## config.mk

```make
export PLATFORM = sky130hd
export DESIGN_NAME = i2c_slave_rx
export DESIGN_NICKNAME = d
export VERILOG_FILES = /design/src/rtl/i2c_pkg.sv /design/src/rtl/i2c_bus_sync.sv /design/src/rtl/i2c_slave_rx.sv
export SDC_FILE = /design/constraint.sdc
export NUM_CORES = 1
export LEC_CHECK = 0
export ABC_AREA = 1
export BUFFER_PORTS_ARGS = -buffer_cell sky130_fd_sc_hd__buf_4
export CORE_AREA = 2 2 73 75
export CTS_CLUSTER_DIAMETER = 60
export DETAILED_ROUTE_END_ITERATION = 8
export DIE_AREA = 0 0 75 77
export PLACE_DENSITY_LB_ADDON = 0.12
export SYNTH_ARGS = -nofsm -noshare
export SYNTH_HDL_FRONTEND = slang
export SYNTH_SLANG_ARGS = --single-unit
```

## constraint.sdc

```tcl
create_clock -name clk -period 1.5 [get_ports clk]
set_clock_uncertainty 0.2 [all_clocks]
set_input_delay 0.3 -clock clk [delete_from_list [all_inputs] [get_ports clk]]
set_output_delay 0.3 -clock clk [all_outputs]
set_load 0.02 [all_outputs]
```

## src/rtl/i2c_pkg.sv

```systemverilog
// Shared widths, state encoding and helpers for the write-only I2C slave receiver.
package i2c_pkg;
    localparam int unsigned I2C_ADDR_W = 7;
    localparam int unsigned I2C_BYTE_W = 8;
    localparam int unsigned I2C_CNT_W  = 4;

    localparam logic [I2C_CNT_W-1:0] I2C_BITS = I2C_CNT_W'(8);
    localparam logic [I2C_CNT_W-1:0] I2C_LAST = I2C_CNT_W'(7);

    typedef enum logic [2:0] {
        IDLE,
        ADDR,
        ADDR_ACK,
        DATA,
        DATA_ACK,
        IGNORE
    } i2c_state_t;

    // Bit counter stops at a full byte so it can never wrap between ACK phases.
    function automatic logic [I2C_CNT_W-1:0] cnt_inc(input logic [I2C_CNT_W-1:0] c);
        return (c >= I2C_BITS) ? I2C_BITS : c + I2C_CNT_W'(1);
    endfunction
endpackage

```

## src/rtl/i2c_bus_sync.sv

```systemverilog
// Synchronises SCL/SDA into clk and emits registered SCL edge and START/STOP pulses.
module i2c_bus_sync #(
    parameter int unsigned SYNC_STAGES = 2
) (
    input  logic clk,
    input  logic reset,
    input  logic scl,
    input  logic sda_in,
    output logic scl_rise,
    output logic scl_fall,
    output logic start_det,
    output logic stop_det,
    output logic sda_s
);
    logic [SYNC_STAGES-1:0] scl_ff;
    logic [SYNC_STAGES-1:0] sda_ff;
    logic                   scl_h;
    logic                   sda_h;
    logic                   scl_c;
    logic                   sda_c;
    logic                   start_c;
    logic                   stop_c;

    assign scl_c   = scl_ff[SYNC_STAGES-1];
    assign sda_c   = sda_ff[SYNC_STAGES-1];
    assign start_c = scl_c & scl_h & sda_h & ~sda_c;
    assign stop_c  = scl_c & scl_h & ~sda_h & sda_c;

    // Bus conditions outrank clock edges seen in the same cycle.
    always_ff @(posedge clk or negedge reset) begin
        if (!reset) begin
            scl_ff    <= '1;
            sda_ff    <= '1;
            scl_h     <= 1'b1;
            sda_h     <= 1'b1;
            scl_rise  <= 1'b0;
            scl_fall  <= 1'b0;
            start_det <= 1'b0;
            stop_det  <= 1'b0;
            sda_s     <= 1'b1;
        end else begin
            scl_ff    <= {scl_ff[SYNC_STAGES-2:0], scl};
            sda_ff    <= {sda_ff[SYNC_STAGES-2:0], sda_in};
            scl_h     <= scl_c;
            sda_h     <= sda_c;
            start_det <= start_c;
            stop_det  <= stop_c;
            scl_rise  <= scl_c & ~scl_h & ~(start_c | stop_c);
            scl_fall  <= ~scl_c & scl_h & ~(start_c | stop_c);
            sda_s     <= sda_c;
        end
    end
endmodule

```

## src/rtl/i2c_slave_rx.sv

```systemverilog
// Write-only I2C slave: address match, byte reception, open-drain ACK generation.
module i2c_slave_rx
    import i2c_pkg::*;
#(
    parameter logic [I2C_ADDR_W-1:0] SLAVE_ADDR  = 7'h50,
    parameter int unsigned           SYNC_STAGES = 2
) (
    input  logic                  clk,
    input  logic                  reset,
    input  logic                  scl,
    input  logic                  sda_in,
    output logic                  sda_pull,
    output logic [I2C_BYTE_W-1:0] data_out,
    output logic                  data_valid,
    output logic                  addr_match,
    output logic                  busy
);
    i2c_state_t            state;
    logic [I2C_BYTE_W-1:0] shift;
    logic [I2C_CNT_W-1:0]  cnt;
    logic                  scl_rise;
    logic                  scl_fall;
    logic                  start_det;
    logic                  stop_det;
    logic                  sda_s;
    logic [I2C_BYTE_W-1:0] shift_nxt;
    logic                  byte_done;
    logic                  addr_ok;

    i2c_bus_sync #(.SYNC_STAGES(SYNC_STAGES)) u_sync (
        .clk       (clk),
        .reset     (reset),
        .scl       (scl),
        .sda_in    (sda_in),
        .scl_rise  (scl_rise),
        .scl_fall  (scl_fall),
        .start_det (start_det),
        .stop_det  (stop_det),
        .sda_s     (sda_s)
    );

    assign shift_nxt = {shift[I2C_BYTE_W-2:0], sda_s};
    assign byte_done = scl_fall && (cnt == I2C_BITS);
    // Only writes are supported, so R/W=1 is treated like a foreign address.
    assign addr_ok   = (shift[I2C_BYTE_W-1:1] == SLAVE_ADDR) && !shift[0];

    always_ff @(posedge clk or negedge reset) begin
        if (!reset) begin
            state      <= IDLE;
            shift      <= '0;
            cnt        <= '0;
            sda_pull   <= 1'b0;
            data_out   <= '0;
            data_valid <= 1'b0;
            addr_match <= 1'b0;
            busy       <= 1'b0;
        end else begin
            data_valid <= 1'b0;
            if (stop_det) begin
                state      <= IDLE;
                cnt        <= '0;
                sda_pull   <= 1'b0;
                addr_match <= 1'b0;
                busy       <= 1'b0;
            end else if (start_det) begin
                state      <= ADDR;
                cnt        <= '0;
                sda_pull   <= 1'b0;
                addr_match <= 1'b0;
                busy       <= 1'b1;
            end else begin
                case (state)
                    ADDR: begin
                        if (scl_rise) begin
                            shift <= shift_nxt;
                            cnt   <= cnt_inc(cnt);
                        end else if (byte_done) begin
                            if (addr_ok) begin
                                state      <= ADDR_ACK;
                                sda_pull   <= 1'b1;
                                addr_match <= 1'b1;
                            end else begin
                                state <= IGNORE;
                            end
                        end
                    end
                    // The ACK slot ends at the SCL fall after the 9th clock.
                    ADDR_ACK, DATA_ACK: begin
                        if (scl_fall) begin
                            state    <= DATA;
                            sda_pull <= 1'b0;
                            cnt      <= '0;
                        end
                    end
                    DATA: begin
                        if (scl_rise) begin
                            shift <= shift_nxt;
                            cnt   <= cnt_inc(cnt);
                            if (cnt == I2C_LAST) begin
                                data_out   <= shift_nxt;
                                data_valid <= 1'b1;
                            end
                        end else if (byte_done) begin
                            state    <= DATA_ACK;
                            sda_pull <= 1'b1;
                        end
                    end
                    default: ;
                endcase
            end
        end
    end
endmodule

```

# Word level (Yosys, flattened, before mapping)

Index checks and enable logic that the tools add are counted.

Mux-type cells: 34
Order comparisons: 1
Reduce and logical (&&, ||, !) cells: 17
Add/subtract/negate cells: 1
Eq/ne operators: 15
Bitwise operators: 17

Operators with widths:

| operator                                                 | count |
|---|---|
| 2-to-1 mux 3 bit                                         | 8 |
| 2-to-1 mux 4 bit                                         | 5 |
| 2-to-1 mux 1 bit                                         | 18 |
| inequality test 4 x 2 -> 1 bit, second input constant    | 3 |
| bitwise AND 1 bit                                        | 9 |
| one-hot mux 3 bit (3 select lines)                       | 1 |
| nonzero test 3 bit                                       | 3 |
| inequality test 4 x 1 -> 1 bit, second input constant    | 2 |
| inequality test 4 bit, second input constant             | 2 |
| one-hot mux 4 bit (2 select lines)                       | 1 |
| AND reduction 4 bit                                      | 2 |
| equality test 7 bit, second input constant               | 1 |
| inverter 1 bit                                           | 7 |
| AND reduction 7 bit                                      | 1 |
| equality test 3 x 2 -> 1 bit, second input constant      | 2 |
| AND reduction 6 bit                                      | 1 |
| AND reduction 5 bit                                      | 1 |
| nonzero test 5 bit                                       | 1 |
| adder 4 x 1 -> 4 bit, second input constant              | 1 |
| equality test 4 x 3 -> 1 bit, second input constant      | 1 |
| equality test 4 bit, second input constant               | 1 |
| greater-or-equal comparator 4 bit, second input constant | 1 |
| nonzero test 4 bit                                       | 1 |
| OR reduction 2 bit                                       | 2 |
| 9 further kinds                                          | 10 |

Output and inout port bits: 12
Flip-flop bits (word level): 37

# Longest topological paths before layout

Gate-level depths: netlist of run 1.

Depth in word-level cells: 8
Mapped depth: 10

# By module

From an unflattened synthesis of run 1, not the netlist that was laid out.

Cell total of the unflattened synthesis: 203
Area total of the unflattened synthesis: 1771.7 um2

Modules (own cells, without submodules):

| module       | sequential area each (um2) | area an instance (um2) | instances | cells an instance |
|---|---|---|---|---|
| i2c_slave_rx | 675.6                      | 1472.7                 | 1         | 182 |
| i2c_bus_sync | 257.7                      | 299.0                  | 1         | 21 |

# Worst setup path before layout of run 1

Ideal clock, no wire load.

Path kind: reg2reg
Start: reg cnt[0]
End: reg data_out[1]
Period minus slack after synthesis: 1.493 ns
Setup time: 0.121 ns
Arrival: 1.171 ns
Cell stages (with the launch flop): 8
Required time: 1.179 ns
Path buffers: 1
Path slack: 0.007 ns
Cells stage by stage: dfrtp_1 > ha_1 > nand2_1 > nor3_2 > nand2_2 > buf_4 > nand2_1 > o21ai_1

Word-level cells in the longest chain between the ends: 2

Ends and longest elaborated chain:

| item                                 | RTL line            | text |
|---|---|---|
| start, declared                      | i2c_slave_rx.sv:20  | `logic [I2C_CNT_W-1:0] cnt;` |
| start signal, assigned               | i2c_slave_rx.sv:76  | `cnt <= cnt_inc(cnt);` |
| start signal, assigned               | i2c_slave_rx.sv:98  | `cnt <= cnt_inc(cnt);` |
| equality test 4 x 3 -> 1 bit         | i2c_slave_rx.sv:99  | `if (cnt == I2C_LAST) begin` |
| AND reduction 5 bit (no source line) | --                  |  |
| end signal, assigned                 | i2c_slave_rx.sv:100 | `data_out <= shift_nxt;` |
| end, declared                        | i2c_slave_rx.sv:13  | `output logic [I2C_BYTE_W-1:0] data_out,` |

Every way passes these cells.
A chain may end at the register's enable or synchronous reset.

# Final worst setup path of run 1

Start: reg state[2]
End: reg data_out[3]

Word-level cells in the longest chain between the ends: 2

Ends and longest elaborated chain:

| item                                 | RTL line           | text |
|---|---|---|
| start, declared                      | i2c_slave_rx.sv:18 | `i2c_state_t state;` |
| start signal, assigned               | i2c_slave_rx.sv:49 | `state <= IDLE;` |
| start signal, assigned               | i2c_slave_rx.sv:60 | `state <= IDLE;` |
| start signal, assigned               | i2c_slave_rx.sv:66 | `state <= ADDR;` |
| equality test 3 x 2 -> 1 bit         | i2c_slave_rx.sv:72 | `case (state)` |
| AND reduction 5 bit (no source line) | --                 |  |

Every way passes these cells.

==> flow_metrics.py, run 1 <==
metrics = {
    "yosys": {
        "yosysMostFrequentCell": "nand2_1",
        "synthArstFlopShare_pct": 100.0,
        "synth_nets": 206,
        "yosys_warnings": 0,
        "ys_seq_area_share_pct": 55.30,
        "yosys.area.top_type": "dfrtp_1",
        "ys.flop_type": "dfrtp_1",
        "syn_area_per_cell_um2": 8.439,
        "synth_common_cells": "nand2_1 (57), dfrtp_1 (31), inv_1 (26), nor2_1 (22), o21ai_0 (11)",
        "synth_cell_types": 22,
        "syn_inst": 200,
        "synth-edff-count": 0,
        "synth-seq-cells": 37,
        "yosysTopAreaCellShare_pct": 45.96,
        "netlist_area_um2": 1688,
        "synth.area.top_cells": "dfrtp_1 (46%), nand2_1 (13%), dfstp_2 (9.3%)",
    },
    "setup_path": {
        "crit_path_end_kind": "flop",
        "setup.worst_path.start_class": "flop",
        "cp_data_arrival_time_ns": 1.54,
        "worstSetupPathType": "reg -> reg",
        "path_max_fanout": 5,
        "cp.required_ns": 1.49,
    },
    "clock_tree": {
        "htreeDepth": 2,
        "cts_buffers": 5,
        "cts.sinks": 37,
        "clk_pin_slew_worst_paths_ns": 0.08,
        "cts_max_path_buffers": 2,
        "cts_tree": "yes",
        "cts_root_buffer": "clkbuf_8",
        "clock_latency_ns": 0.30,
    },
    "sta": {
        "slew_viol_final": 0,
        "fin_hold_ws_ns": 0.1583,
        "rsz0062_at_grt": "yes",
        "period_share_pct": 103.3,
        "worst_slew_pin_slew_ns": 0.4567,
        "tns_ns": -0.5407,
        "finalHoldViolations": 0,
        "fmax_ghz": 0.6451,
        "layout_min_cycle_time_ns": 1.550,
        "setup_ws_ns": -0.05016,
        "slew-limit-headroom_pct": 69.55,
        "setup_viol": 15,
    },
    "die": {
        "dieArea_um2": 5775,
        "io_pins": 16,
        "coreArea_um2": 4977,
        "num_rows": 26,
        "initial_utilization_pct": 33.91,
        "die_w_um": 75,
        "die_h_um": 77,
    },
    "placed_design": {
        "io_buffers": 15,
        "dpl.hpwl_um": 2379,
        "routabilityCongestion": 0.7931,
        "dpl-instance-area_um2": 2031,
    },
    "finish": {
        "fillCellCount": 491,
        "diodes": 0,
        "drive_above_1_share_pct": 40.96,
        "area_growth_pct": 37.81,
        "final_area_um2": 2326,
        "nets": 254,
    },
    "route": {
        "drt_iter0_markers": 71,
        "ant_nets": 0,
        "drt-wirelength-per-cell_um": 11.18,
        "vias": 1380,
        "viasPerCell": 4.326,
        "first_pass_iters": 4,
        "drc": 0,
        "routed_wl_um": 3568,
    },
    "global_route": {
        "grt_pass1_vias": 1381,
        "grt_max_degree": 38,
        "track_usage_pct": 14.63,
        "grt_pass1_wl_um": 6292,
        "grt.overflow.total": 0,
        "antenna_found_initial": 0,
    },
    "power": {
        "irDropWorstVdd_mv": 0.7984,
        "leakagePower_uw": 0.001161,
        "p_per_area_nw_per_um2": 1500,
    },
    "run_status": {
        "violations": "negative setup slack",
        "status": "finished, violations left",
    },
    "worst_hold_path": {
        "hold_class": "reg -> reg",
    },
    "job": {
        "drv_cap": 0,
    },
}
==> stage by stage <==
step | setup WS, ns | power, uW | instances | utilization (%)
finish | -0.05016 | 3488 | 319 | 46.73
global route | -0.1441 | 3811 | 319 | 46.73
CTS | -0.03858 | 3449 | 318 | 45.63
detailed placement | -0.09850 | 2643 | 302 | 40.80
global placement | -0.08807 | 2641 | 302 | 40.80
floorplan | 0.007486 | 2213 | 200 | -
==> layout make-up <==
class,instances,area (um^2),area share [%]
clock buffer,5,68.82,2.959
clock inverter,3,21.27,0.9145
inverter,30,112.6,4.841
multi-input combinational,133,758.2,32.60
sequential,37,937.1,40.29
tap,70,87.58,3.765
timing repair buffer,41,340.3,14.63
==> routing by layer <==
metal	vias up	wire length [um]	global-route usage [%]
li1	720	-	-
met4	0	58	5.357
met1	636	1731	19.46
met2	18	1649	21.49
met3	6	128	5.519
met5	-	0	0
==> worst max-delay path, stage by stage, from the launching register on <==
cell and delay, ns:
dfrtp_2 0.45, inv_2 0.09, nand3_4 0.11, nor3_4 0.22
buf_12 0.16, nand2_8 0.07, nand2_1 0.06, o21ai_1 0.06
==> report_power, final <==
group	total [uW]	switching [uW]	internal [uW]
clock network	709	380	329
logic	1440	868	570
registers	1340	163	1180
==> registers in the layout (all words and copies together) (netlist names) <==
| signal | count |
|---|---|
| addr_match | 1 |
| u_sync.scl_h | 1 |
| sda_pull | 1 |
| data_valid | 1 |
| cnt | 4 |
| u_sync.start_det | 1 |
| u_sync.scl_ff | 2 |
| u_sync.scl_fall | 1 |
| u_sync.sda_ff | 2 |
| u_sync.scl_rise | 1 |
| u_sync.stop_det | 1 |
| shift | 8 |
| data_out | 8 |
| busy | 1 |
| state | 3 |
| u_sync.sda_h | 1 |
==> what timing repair did <==
| action | in CTS | in global routing |
|---|---|---|
| hold buffers | 3 | 0 |
| endpoints found under the setup margin | 17 | 26 |
| resized for setup | 21 | 24 |
| hold endpoints to repair | 33 | 0 |
| gates cloned | 2 | 0 |
| pin swaps | 5 | 6 |
| setup buffers | 3 | 1 |
==> cell families after synthesis <==
group	after synthesis	synth area share, %
adders and majority gates	2	1.482
AOI/OAI and AO/OA	23	6.820
buffers and inverters	32	7.412
and+or+nand+nor	106	28.99
DFF	37	55.30
==> worst paths after layout <==
| path | from | slack (ns) | endpoint | depth (start not counted) |
|---|---|---|---|---|
| worst max-delay path | state[2] | -0.05 | data_out[3] | 7 |
| worst min-delay path | u_sync.scl_ff[0] | 0.16 | u_sync.scl_ff[1] | 0 |
| worst max register to register | state[2] | -0.05 | data_out[3] | 7 |
| worst min register to register | u_sync.scl_ff[0] | 0.16 | u_sync.scl_ff[1] | 0 |
| max in group asynchronous | reset | 0.45 | u_sync.sda_ff[0] | 2 |
| min in group asynchronous | reset | 0.29 | addr_match | 2 |
==> cells in the final DEF, fill, tap and decap left out, types with 2 or more instances in the layout <==
master	count
o21ai_2	8
a21oi_1	2
o21ai_0	2
dfstp_2	6
dfrtp_2	3
nand2_4	3
inv_1	23
o21ai_1	11
nand2_1	46
nor2_1	20
nand2_2	17
nor2_4	3
buf_4	36
nand2_8	2
nor3_1	2
nor2_2	2
dlygate4sd3_1	3
dfrtp_1	28
nand3_1	7
inv_2	7
nand3_2	2
clkbuf_8	5
buf_12	2
No activity file was read; power rests on OpenSTA's default activity.
==> run 2, diff against run 1 <==
--- a/config.mk
+++ b/config.mk
@@ -12,6 +12,8 @@
 export DETAILED_ROUTE_END_ITERATION = 8
 export DIE_AREA = 0 0 75 77
 export PLACE_DENSITY_LB_ADDON = 0.12
+export RECOVER_POWER = 25
+export SETUP_SLACK_MARGIN = 0.05
 export SYNTH_ARGS = -nofsm -noshare
 export SYNTH_HDL_FRONTEND = slang
 export SYNTH_SLANG_ARGS = --single-unit
==> run 2 against run 1 <==
Compared with the run above: the flow still finishes with violations (negative setup slack); first-iteration DRC count shrank 2.8%; total power grew 6.8%; die area is the same; combinational power grew 20%; worst setup slack lost 0.0035 ns; critical path depth grew 2; sequential cell count is the same; wire length shrank 3.6%; global-route usage shrank 0.78 points; sequential power is essentially flat; register-to-register slack is essentially flat; utilization grew 0.050 points.
==> flow_metrics.py, run 2 (synthesis results as in run 1) <==
metrics = {
    "global_route": {
        "grt_pass1_vias": 1366,
        "grt_pass1_wl_um": 6168,
        "grt_max_degree": 38,
        "track_usage_pct": 13.86,
        "grt.overflow.total": 0,
        "antenna_found_initial": 0,
    },
    "setup_path": {
        "regToRegStartpoint": "state[1]",
        "cpMaxStageDelayCell": "dfrtp_2",
        "slowest_delay_ns": 0.45,
        "crit_path_end_kind": "flop",
        "cp_data_arrival_time_ns": 1.52,
        "setup.worst_path.start_class": "flop",
        "worstSetupPathType": "reg -> reg",
        "path_delay_family": "simple AND/OR/NAND/NOR gates",
        "cp.required_ns": 1.47,
        "path_max_fanout": 6,
        "crit_buf_inv": 2,
        "crit_start": "state[1]",
        "cp_cell_sequence": "buf_6 -> nand3_4 -> nand2_8 -> nand2_4 -> nand2_4 -> inv_4 -> nand3_4 -> nand2_1 -> o21ai_1",
    },
    "worst_hold_path": {
        "hold_class": "reg -> reg",
        "hp-start": "u_sync.scl_ff[0]",
    },
    "sta": {
        "period_share_pct": 103.6,
        "setup_ws_ns": -0.05361,
        "finalHoldViolations": 0,
        "slew-limit-headroom_pct": 66.02,
        "fmax_ghz": 0.6437,
        "setup_viol": 10,
        "layout_min_cycle_time_ns": 1.554,
        "rsz0062_at_grt": "yes",
        "slew_viol_final": 0,
        "worst_slew_pin_slew_ns": 0.5097,
    },
    "run_status": {
        "violations": "negative setup slack",
        "status": "finished, violations left",
    },
    "route": {
        "drc": 0,
        "routed_wl_um": 3438,
        "first_pass_iters": 4,
        "viasPerCell": 4.197,
        "vias": 1339,
        "drt-wirelength-per-cell_um": 10.78,
        "drt_iter0_markers": 69,
        "ant_nets": 0,
    },
    "finish": {
        "final_cell_mix": "nand2_1 (46), buf_4 (34), dfrtp_1 (28)",
        "diodes": 0,
        "reg_top3": "data_out: 8 flops, shift: 8 flops, cnt: 4 flops",
        "final_area_um2": 2328,
        "area_growth_pct": 37.95,
        "drive_above_1_share_pct": 38.96,
        "postLayoutCoreUtil_pct": 46.78,
        "nets": 254,
        "regArea_um2": 937.1,
        "layout_commonest_cell": "nand2_1",
        "fillCellCount": 499,
        "multi_input_area_um2": 760.7,
        "layoutNonFillerInstCount": 319,
    },
    "placed_design": {
        "routabilityCongestion": 0.7833,
        "dp.cells": 305,
        "io_buffers": 15,
        "dpl.hpwl_um": 2370,
        "dpl-instance-area_um2": 2058,
        "place_ws_ns": -0.08651,
    },
    "power": {
        "irDropWorstVdd_mv": 0.7574,
        "p_per_area_nw_per_um2": 1599,
        "leakagePower_uw": 0.001157,
    },
    "die": {
        "die_w_um": 75,
        "die_h_um": 77,
        "dieArea_um2": 5775,
        "coreArea_um2": 4977,
        "num_rows": 26,
        "initial_utilization_pct": 33.91,
        "io_pins": 16,
    },
    "clock_tree": {
        "htreeDepth": 2,
        "cts.sinks": 37,
        "clock_latency_ns": 0.28,
        "cts_tree": "yes",
        "cts_max_path_buffers": 2,
        "clk_pin_slew_worst_paths_ns": 0.07,
        "cts_root_buffer": "clkbuf_8",
        "cts_buffers": 5,
    },
    "job": {
        "drv_cap": 0,
    },
}
==> run 2: changes by cell type in the layout (fill, tap and decap cells not counted), sizes merged <==
cell	change
inv	-1
buf	-2
clkinvlp	-1
clkinv	+1
clkbuf	+5
nand2	-2
==> run 2: cell type report <==
class                   count  area share, %
clock buffers               6          3.117
well taps                  70          3.761
flip-flops and latches     37          40.25
clock inverters             2         0.4299
inverters                  30          5.051
repair buffers             43          14.72
multi-input cells         131          32.67
==> run 2: worst reg2reg max path, stage by stage, from the launching register on <==
cell	delay, ns
dfrtp_2	0.45
buf_6	0.14
nand3_4	0.12
nand2_8	0.09
nand2_4	0.10
nand2_4	0.07
inv_4	0.06
nand3_4	0.09
nand2_1	0.07
o21ai_1	0.06
==> run 2: final timing paths <==
kind	to	slack, ns	cells after the start
min	u_sync.scl_ff[1]	0.16	0
max	state[1]	-0.05	9
max in group asynchronous	state[2]	0.37	2
min reg2reg	u_sync.scl_ff[1]	0.16	0
max reg2reg	state[1]	-0.05	9
min in group asynchronous	sda_pull	0.36	2
==> run 2: repair_timing <==
action | CTS | global route
hold buffers | 3 | 0
buffers inserted | 3 | 0
resized for setup | 36 | 13
endpoints found under the setup margin | 26 | 26
pin swaps | 8 | 5
gates cloned | 0 | 0
hold endpoints to repair | 33 | 0
==> run 2: power breakdown <==
| group | switching [uW] | internal [uW] | total [uW] | leakage [uW] |
|---|---|---|---|---|
| Sequential | 161 | 1180 | 1340 | 0.000475 |
| Clock | 338 | 322 | 660 | 0.0000450 |
| Combinational | 997 | 728 | 1730 | 0.000637 |
==> run 2: metal layers <==
metal	global-route usage (%)	wire [um]	part of all wire (%)
met5	0	0	0
met4	4.643	15	0.44
met3	4.468	101	2.9
met2	20.79	1661	48
met1	18.69	1659	48
==> run 2: through the flow <==
step           total power, uW  setup TNS, ns  hold slack, ns
5_1_grt                   4040         -2.537          0.1653
2_1_floorplan             2215              0         -0.1956
4_1_cts                   3684        -0.4495          0.1583
3_5_place_dp              2743         -1.164         0.09973
3_3_place_gp              2734        -0.9358          0.1026
6_report                  3723        -0.3557          0.1614
==> run 3, diff against run 2 <==
--- a/config.mk
+++ b/config.mk
@@ -11,7 +11,7 @@
 export CTS_CLUSTER_DIAMETER = 60
 export DETAILED_ROUTE_END_ITERATION = 8
 export DIE_AREA = 0 0 75 77
-export PLACE_DENSITY_LB_ADDON = 0.12
+export PLACE_DENSITY_LB_ADDON = 0.05
 export RECOVER_POWER = 25
 export SETUP_SLACK_MARGIN = 0.05
 export SYNTH_ARGS = -nofsm -noshare
==> run 3 against run 2 <==
Compared with the run above: the run still ends with negative setup slack left; global-route usage grew 1.0 points; sequential cell count is the same; design area grew 3.9%; worst setup slack gained 0.0060 ns; via count grew 6.6%; wire length grew 8.0%; combinational power shrank 9.8%; critical path type unchanged; largest cell class unchanged; largest power group unchanged; highest routed layer unchanged.
==> flow_metrics.py, run 3 (synthesis results as in run 1) <==
metrics = {
    "clock_tree": {
        "clk_pin_slew_worst_paths_ns": 0.07,
        "htreeDepth": 2,
        "cts_buffers": 5,
        "cts_tree": "yes",
        "clock_latency_ns": 0.29,
        "cts_max_path_buffers": 2,
        "cts.sinks": 37,
        "cts_root_buffer": "clkbuf_8",
    },
    "job": {
        "drv_cap": 0,
    },
    "setup_path": {
        "r2r_slack_ns": -0.05,
        "rr_worst_depth": 7,
        "timing.rr.end": "data_out[7]",
        "cp.required_ns": 1.47,
        "regToRegStartpoint": "state[2]",
        "cpMaxStageDelayCell": "dfrtp_2",
        "path_max_fanout": 5,
        "slowest_delay_ns": 0.46,
        "worstSetupPathType": "reg -> reg",
        "crit_buf_inv": 2,
        "cp_data_arrival_time_ns": 1.52,
        "path_delay_family": "flip-flops",
        "setup.worst_path.start_class": "flop",
        "cp_cell_sequence": "inv_2 -> nand3_4 -> nor3_4 -> buf_12 -> nand2_8 -> nand2_4 -> o21ai_2",
        "crit_path_end_kind": "flop",
    },
    "power": {
        "clockPowerShare_pct": 19.6,
        "power_switching_share_pct": 39.75,
        "power.switching_uw": 1444,
        "leakagePower_uw": 0.001159,
        "seqPwrFrac_pct": 37.4,
        "p_total_uw": 3632,
        "irDropWorstVdd_mv": 0.6640,
        "pwr-share-comb_pct": 43.0,
        "p_int_uw": 2188,
        "p_per_area_nw_per_um2": 1501,
    },
    "sta": {
        "setup_viol": 14,
        "period_share_pct": 103.2,
        "worst_slew_pin_slew_ns": 0.5034,
        "tns_ns": -0.4333,
        "fmax_ghz": 0.6462,
        "setup_ws_ns": -0.04760,
        "slew_viol_final": 0,
        "rsz0062_at_grt": "yes",
        "slew-limit-headroom_pct": 66.44,
        "finalHoldViolations": 0,
        "layout_min_cycle_time_ns": 1.548,
    },
    "placed_design": {
        "place_ws_ns": -0.1529,
        "io_buffers": 15,
        "dp.cells": 298,
        "dpl-instance-area_um2": 2006,
        "dpl.hpwl_um": 2426,
        "routabilityCongestion": 0.8399,
    },
    "route": {
        "drc": 0,
        "first_pass_iters": 4,
        "drt_iter0_markers": 91,
        "ant_nets": 0,
        "viasPerCell": 4.473,
        "routed_wl_um": 3712,
        "drt-wirelength-per-cell_um": 11.64,
        "vias": 1427,
    },
    "finish": {
        "layoutNonFillerInstCount": 319,
        "reg_top3": "data_out: 8 flops, shift: 8 flops, cnt: 4 flops",
        "nets": 254,
        "layout_commonest_cell": "nand2_1",
        "final_area_um2": 2420,
        "drive_above_1_share_pct": 45.78,
        "final_cell_mix": "nand2_1 (39), buf_4 (32), dfrtp_1 (28)",
        "diodes": 0,
        "fillCellCount": 496,
        "area_growth_pct": 43.37,
    },
    "global_route": {
        "grt_pass1_wl_um": 6534,
        "grt.overflow.total": 0,
        "grt_max_degree": 38,
        "antenna_found_initial": 0,
        "grt_pass1_vias": 1394,
        "track_usage_pct": 14.87,
    },
    "die": {
        "initial_utilization_pct": 33.91,
        "die_h_um": 77,
        "io_pins": 16,
        "num_rows": 26,
        "coreArea_um2": 4977,
        "die_w_um": 75,
        "dieArea_um2": 5775,
    },
    "worst_hold_path": {
        "hp-start": "u_sync.sda_ff[0]",
        "hold_class": "reg -> reg",
        "hold_end": "u_sync.sda_ff[1]",
        "hold_depth": 0,
    },
    "run_status": {
        "violations": "negative setup slack",
        "status": "finished, violations left",
    },
}
## run 3: cell types whose count changed in the layout (fill, tap and decap cells not counted), sizes merged
cell / previous run / this run
buf: 36 / 34
nand2: 66 / 68
clkbuf: 10 / 12
clkinv: 2 / 0
## run 3: how the worst max path moves through the flow
stage | start | end | depth (start not counted)
floorplan | state[2] | data_out[1] | 7
global placement | state[2] | data_out[7] | 6
detailed placement | state[2] | data_out[0] | 6
CTS | cnt[1] | sda_pull | 9
global route | cnt[1] | sda_pull | 9
finish | state[2] | data_out[7] | 7
## run 3: metrics by stage
stage	util, %	hold slack, ns
6_report	48.62	0.1615
5_1_grt	48.62	0.1667
2_1_floorplan	-	-0.1956
4_1_cts	45.75	0.1576
3_5_place_dp	40.30	0.09414
3_3_place_gp	40.30	0.09101
## run 3: timing repair
item                                    4_1_cts  5_1_grt
endpoints found under the setup margin       26       26
cloned                                        2        0
hold buffers                                  3        0
pin swaps                                     7        5
setup buffers                                 5        3
endpoints found under the hold margin        33        0
gates resized for setup                      30       39
## run 3: final cells by class
class	count	area, um^2	share of cell area [%]
sequential	37	937.1	38.73
multi-input combinational	133	855.8	35.37
timing repair buffer	41	336.6	13.91
inverter	30	112.6	4.654
clock buffer	8	90.09	3.723
tap	70	87.58	3.619
## run 3: per-layer routing
metal	track usage, %	vias up	share of wire [%]
li1	-	715	-
met1	19.95	684	45
met2	22.81	22	50
met3	3.942	6	3.5
met4	5.357	0	1.7
met5	0	-	0
## run 3: power groups by stage
stage,sequential [uW],combinational (uW),clock [uW]
2_1_floorplan,1330,884,0
3_3_place_gp,1330,1290,0
3_5_place_dp,1340,1300,0
4_1_cts,1350,1460,746
5_1_grt,1380,1770,800
6_report,1360,1560,710
